<file path="config.mk">
export PLATFORM = sky130hd
export DESIGN_NAME = vc_wrr_scheduler
export DESIGN_NICKNAME = d
export VERILOG_FILES = /design/src/rtl/vc_wrr_scheduler.sv
export SDC_FILE = /design/constraint.sdc
export NUM_CORES = 1
export LEC_CHECK = 0
export ABC_AREA = 1
export CORE_MARGIN = 1.5
export CORE_UTILIZATION = 45
export CTS_CLUSTER_DIAMETER = 100
export DETAILED_ROUTE_END_ITERATION = 10
export GPL_TIMING_DRIVEN = 0
export PLACE_DENSITY = 0.81
export SKIP_CTS_REPAIR_TIMING = 1
export SLEW_MARGIN = 20
export SYNTH_ARGS = -nofsm -noshare
export SYNTH_HDL_FRONTEND = slang
export SYNTH_SLANG_ARGS = --single-unit
</file>
<file path="constraint.sdc">
create_clock -name clk -period 1.5 [get_ports clk]
set_input_delay 0.225 -clock clk [delete_from_list [all_inputs] [get_ports clk]]
set_output_delay 0.225 -clock clk [all_outputs]
set_load 0.02 [all_outputs]
</file>
<file path="src/rtl/vc_wrr_scheduler.sv">
// Credit-based weighted round-robin pop scheduler between virtual channels vc0/vc1.
// Pops are decoded from state, so an asynchronous reset removes them immediately.
module vc_wrr_scheduler #(
  parameter int WEIGHT_W = 3,
  parameter int CNT_W    = 8
) (
  input  logic                clk,
  input  logic                reset_L,
  input  logic                enable,
  input  logic                fifo_empty_vc0,
  input  logic                fifo_empty_vc1,
  input  logic                dest_vc0,
  input  logic                dest_vc1,
  input  logic                fifo_pause_d0,
  input  logic                fifo_pause_d1,
  input  logic [WEIGHT_W-1:0] weight_vc0,
  input  logic [WEIGHT_W-1:0] weight_vc1,
  output logic                pop_vc0,
  output logic                pop_vc1,
  output logic                pop_delay_vc0,
  output logic                pop_delay_vc1,
  output logic [1:0]          state_o,
  output logic [CNT_W-1:0]    grant_cnt_vc0,
  output logic [CNT_W-1:0]    grant_cnt_vc1
);

  typedef enum logic [1:0] {
    IDLE   = 2'd0,
    SERVE0 = 2'd1,
    SERVE1 = 2'd2
  } state_t;

  state_t              r_state;
  state_t              w_state_nxt;
  logic [WEIGHT_W-1:0] r_credit;
  logic [WEIGHT_W-1:0] w_credit_nxt;
  logic                r_last;
  logic                r_pd0;
  logic                r_pd1;
  logic [CNT_W-1:0]    r_cnt0;
  logic [CNT_W-1:0]    r_cnt1;
  logic                w_elig0;
  logic                w_elig1;
  logic [WEIGHT_W-1:0] w_ew0;
  logic [WEIGHT_W-1:0] w_ew1;
  logic                w_pop0;
  logic                w_pop1;

  assign w_elig0 = ~fifo_empty_vc0 & ~(dest_vc0 ? fifo_pause_d1 : fifo_pause_d0);
  assign w_elig1 = ~fifo_empty_vc1 & ~(dest_vc1 ? fifo_pause_d1 : fifo_pause_d0);
  assign w_ew0   = (weight_vc0 == '0) ? WEIGHT_W'(1) : weight_vc0;
  assign w_ew1   = (weight_vc1 == '0) ? WEIGHT_W'(1) : weight_vc1;

  assign w_pop0  = enable & (r_state == SERVE0) & w_elig0;
  assign w_pop1  = enable & (r_state == SERVE1) & w_elig1;

  always_comb begin
    w_state_nxt  = r_state;
    w_credit_nxt = r_credit;
    case (r_state)
      IDLE: begin
        if (enable) begin
          if (w_elig0 && w_elig1) begin
            if (r_last) begin
              w_state_nxt  = SERVE0;
              w_credit_nxt = w_ew0;
            end else begin
              w_state_nxt  = SERVE1;
              w_credit_nxt = w_ew1;
            end
          end else if (w_elig0) begin
            w_state_nxt  = SERVE0;
            w_credit_nxt = w_ew0;
          end else if (w_elig1) begin
            w_state_nxt  = SERVE1;
            w_credit_nxt = w_ew1;
          end
        end
      end
      SERVE0: begin
        if (!enable) begin
          w_state_nxt  = IDLE;
          w_credit_nxt = '0;
        end else if (w_elig0 && (r_credit > WEIGHT_W'(1))) begin
          w_credit_nxt = r_credit - WEIGHT_W'(1);
        end else if (w_elig1) begin
          w_state_nxt  = SERVE1;
          w_credit_nxt = w_ew1;
        end else if (w_elig0) begin
          w_credit_nxt = w_ew0;
        end else begin
          w_state_nxt  = IDLE;
        end
      end
      SERVE1: begin
        if (!enable) begin
          w_state_nxt  = IDLE;
          w_credit_nxt = '0;
        end else if (w_elig1 && (r_credit > WEIGHT_W'(1))) begin
          w_credit_nxt = r_credit - WEIGHT_W'(1);
        end else if (w_elig0) begin
          w_state_nxt  = SERVE0;
          w_credit_nxt = w_ew0;
        end else if (w_elig1) begin
          w_credit_nxt = w_ew1;
        end else begin
          w_state_nxt  = IDLE;
        end
      end
      default: begin
        w_state_nxt  = IDLE;
        w_credit_nxt = '0;
      end
    endcase
  end

  // last_served starts at 1 so that vc0 wins the first tie after reset
  always_ff @(posedge clk or negedge reset_L) begin
    if (!reset_L) begin
      r_state  <= IDLE;
      r_credit <= '0;
      r_last   <= 1'b1;
      r_pd0    <= 1'b0;
      r_pd1    <= 1'b0;
      r_cnt0   <= '0;
      r_cnt1   <= '0;
    end else begin
      r_state  <= w_state_nxt;
      r_credit <= w_credit_nxt;
      r_pd0    <= w_pop0;
      r_pd1    <= w_pop1;
      if (w_pop0) begin
        r_last <= 1'b0;
        r_cnt0 <= r_cnt0 + CNT_W'(1);
      end
      if (w_pop1) begin
        r_last <= 1'b1;
        r_cnt1 <= r_cnt1 + CNT_W'(1);
      end
    end
  end

  assign pop_vc0       = w_pop0;
  assign pop_vc1       = w_pop1;
  assign pop_delay_vc0 = r_pd0;
  assign pop_delay_vc1 = r_pd1;
  assign state_o       = r_state;
  assign grant_cnt_vc0 = r_cnt0;
  assign grant_cnt_vc1 = r_cnt1;

endmodule

</file>
==> flow_summary.rst <==
.. list-table::
   :header-rows: 1

   * - Metric
     - Value
   * - Unrepaired setup endpoints after global routing
     - yes
   * - Final Wtd Congestion
     - 0.901
   * - # Max-Cap Violations
     - 0
   * - Final #Nets
     - 273
   * - Main combinational cell family by area after synthesis
     - simple AND/OR/NAND/NOR gates
   * - VDD IR max
     - 0.629 mV
   * - XOR/XNOR Fraction of Synth Area
     - 8.37%
   * - Ports
     - 37
   * - Row count
     - 21
   * - Leading cell type in the layout, fill and taps excluded
     - nand2_1
   * - Reg clk slew, reported paths
     - 0.13 ns
   * - WL final
     - 3570 um
   * - Via count of the first global-routing pass
     - 1199
   * - Final Setup Violations
     - 4
   * - Failing checks
     - negative setup slack
   * - Average cell area after synthesis
     - 7.89 sq um
   * - Filler cell count in the final layout
     - 256
   * - Number of buffers inserted by port buffering
     - 36
   * - Final non-filler cell area
     - 2320 sq um
   * - Post-placement worst setup slack
     - -0.577 ns
   * - Proportion of netlist area held by the largest area contributor
     - 36.7%
   * - Final Hold Viols
     - 0
   * - Ratio of routed vias to standard cells
     - 4.92
   * - LEAKAGE
     - 1.45 nW
   * - Slew of the pin with the lowest slew margin
     - 0.495 ns
   * - Highest Clock Rate
     - 0.635 GHz
   * - Seq cells post-synth
     - 24
   * - CP cell instances
     - clkdlybuf4s50_1, inv_1, nor2_4, nand2_4, inv_4, buf_6
   * - Maximum fanout encountered on the critical timing path
     - 5
   * - Post-synthesis cell count
     - 199
   * - Leading cell types in the layout, fill and taps excluded
     - 54 x nand2_1, 26 x inv_1, 23 x dlymetal6s2s_1
   * - Initial drt markers
     - 65
   * - Share of final-layout standard cells stronger than drive strength 1
     - 24.5%
   * - Multiplexer fraction of the synthesized cell area
     - 0.717%
   * - Crit path capture type
     - output port
   * - CTS tree
     - built
   * - ANT cells
     - 0
   * - Fin. max-slew vios
     - 0
   * - Critical Path Source Type
     - input pin
   * - Largest net degree at the start of global routing
     - 25
   * - Areal power density over the cells
     - 1180 nW/um^2
   * - Setup_tns
     - -0.170 ns
   * - Synth area leaders
     - dfrtp_1 37%, nand2_1 15%, inv_1 6.9%, xor2_1 6.7%, nand3_1 3.8%
   * - Data arrival time of the worst path
     - 1.35 ns
   * - Adder and majority gate portion of the synthesized area
     - 3.19%
   * - Stage delay of the slowest cell on the critical path
     - 0.59 ns
   * - Setup slack after layout
     - -0.0738 ns
   * - Total number of yosys warnings
     - 0
   * - P&R area growth vs syn
     - 47.5%
   * - Vias
     - 1472
   * - H-tree depth
     - 1
   * - Clock network latency to the later pin of the worst-skew pair
     - 0.31 ns
   * - Maximum clock skew at final layout
     - 0.00592 ns
   * - Half-perimeter wire length of the detailed placement result
     - 2380 um
   * - Wire length per cell
     - 11.9 um
   * - Wire length of the first global-routing pass
     - 5020 um
   * - Sink Count
     - 24
   * - Net count after synthesis
     - 218
   * - Minimum clock period
     - 1.57 ns
   * - Number of buffers inserted during clock tree synthesis
     - 3
   * - Remaining DRCs
     - 0
   * - Area of the core
     - 3340 sq um
   * - HP Class
     - input pin to async pin
   * - Netlist area before placement
     - 1570 sq um
   * - CTS Root Cell
     - clkbuf_4
   * - Die ar.
     - 3850 sq um
   * - Die W
     - 62.1 um
   * - Max stage delay cell, worst path
     - clkdlybuf4s50_1
   * - Period utilisation layout
     - 105%
   * - Sequential fraction of the synthesis area
     - 38.3%
   * - Worst path required time
     - 1.27 ns
   * - Library cell with the largest summed area after synthesis
     - dfrtp_1
   * - Fraction of the mapped netlist area in compound gates
     - 5.34%
   * - First-pass iteration count of the detailed router
     - 4
   * - Cell Count Post-Placement
     - 281
   * - Maximum clock insertion buffer count
     - 2
   * - CP Class
     - input pin to output port
   * - Grt ovf
     - 0
   * - Detail Route Antenna Nets
     - 0
   * - GR Util All Layers
     - 17.3%
   * - Relative max-transition margin
     - 67.0%
   * - Placed Instance Area
     - 1990 sq um
   * - Result of the run
     - finished with violations
   * - Starting density of the core
     - 47.1%
   * - Chip height
     - 62.1 um
   * - Basic-gate share of the synthesized area counting and, or, nand and nor cells
     - 35.7%
   * - Total power of the final layout
     - 2.74 mW
   * - Reg2reg path depth
     - 9
   * - Cell Count, Final, Fillers Out
     - 299
   * - Post-synthesis cell type count
     - 29
   * - Antenna violations before repair
     - 0
[report_power, final]
group          internal [mW]  switching [mW]  total [mW]
clock                  0.148           0.186       0.334
sequential             0.794           0.172       0.966
combinational          0.640           0.804        1.44
[area by class of cell]
cell class,instances,area (sq um),area share [%]
plain buffers,2,22.5,0.972
clock buffers,4,36.3,1.57
inverters,30,115,4.97
multi-input cells,143,930,40.1
flip-flops and latches,24,603,26.0
well taps,46,57.6,2.49
repair buffers,50,552,23.8
[path summary, 6_finish.rpt]
kind | startpoint | endpoint | slack (ns)
min in group clk | dest_vc0 | pop_delay_vc0$_DFF_PN0_ | 0.45
worst min-delay path | reset_L | grant_cnt_vc1[4]$_DFFE_PN0P_ | 0.41
worst min register to register | grant_cnt_vc1[7]$_DFFE_PN0P_ | grant_cnt_vc1[7]$_DFFE_PN0P_ | 0.47
worst max-delay path | enable | pop_vc1 | -0.07
worst max register to register | state_o[0]$_DFFE_PN0P_ | grant_cnt_vc1[7]$_DFFE_PN0P_ | -0.03
max in group asynchronous | reset_L | state_o[0]$_DFFE_PN0P_ | 0.74
[synth_stat cells (all sizes together)]
cell and number:
o31ai 1, nand3 18, a22oi 1, o21ai 7, buf 2, nor2 16
dfstp 1, nand2 68, xnor2 3, nor3 2, o21bai 1, inv 30
mux2 1, xor2 12, ha 4, dfrtp 23, nand4 4, a21oi 4
o22ai 1
[cells by family after synthesis]
kind of cell	Yosys count
AOI/OAI and AO/OA	15
buffers and inverters	32
xor gates and xnor gates	15
and+or+nand+nor	108
DFF	24
muxes	1
adders and majority gates	4
[registers in the layout, summed over array words and instances (netlist names)]
signal and count:
grant_cnt_vc0 8, grant_cnt_vc1 8, r_credit 3, state_o 2
pop_delay_vc0 1, pop_delay_vc1 1, r_last 1
[worst max-delay path: cells and delay by family]
family	cells	cell delay [ns]
simple gates	2	0.22
buf+inv	4	0.90
[per-layer routing]
| layer | routed length, um | part of all wire [%] | up-vias | GRT usage (%) |
|---|---|---|---|---|
| met5 | 0 | 0 | - | 0 |
| met4 | 6 | 0.17 | 0 | 2.13 |
| met3 | 181 | 5.1 | 4 | 4.35 |
| met2 | 1810 | 51 | 55 | 27.1 |
| met1 | 1580 | 44 | 680 | 24.8 |
| li1 | - | - | 733 | - |
[through the flow]
step	hold slack, ns	utilization, %
6_report	0.407	69.4
3_5_place_dp	0.461	59.6
3_3_place_gp	0.456	59.6
4_1_cts	0.475	60.7
5_1_grt	0.429	69.4
2_1_floorplan	-0.0706	-
No activity file was read; power rests on OpenSTA's default activity.
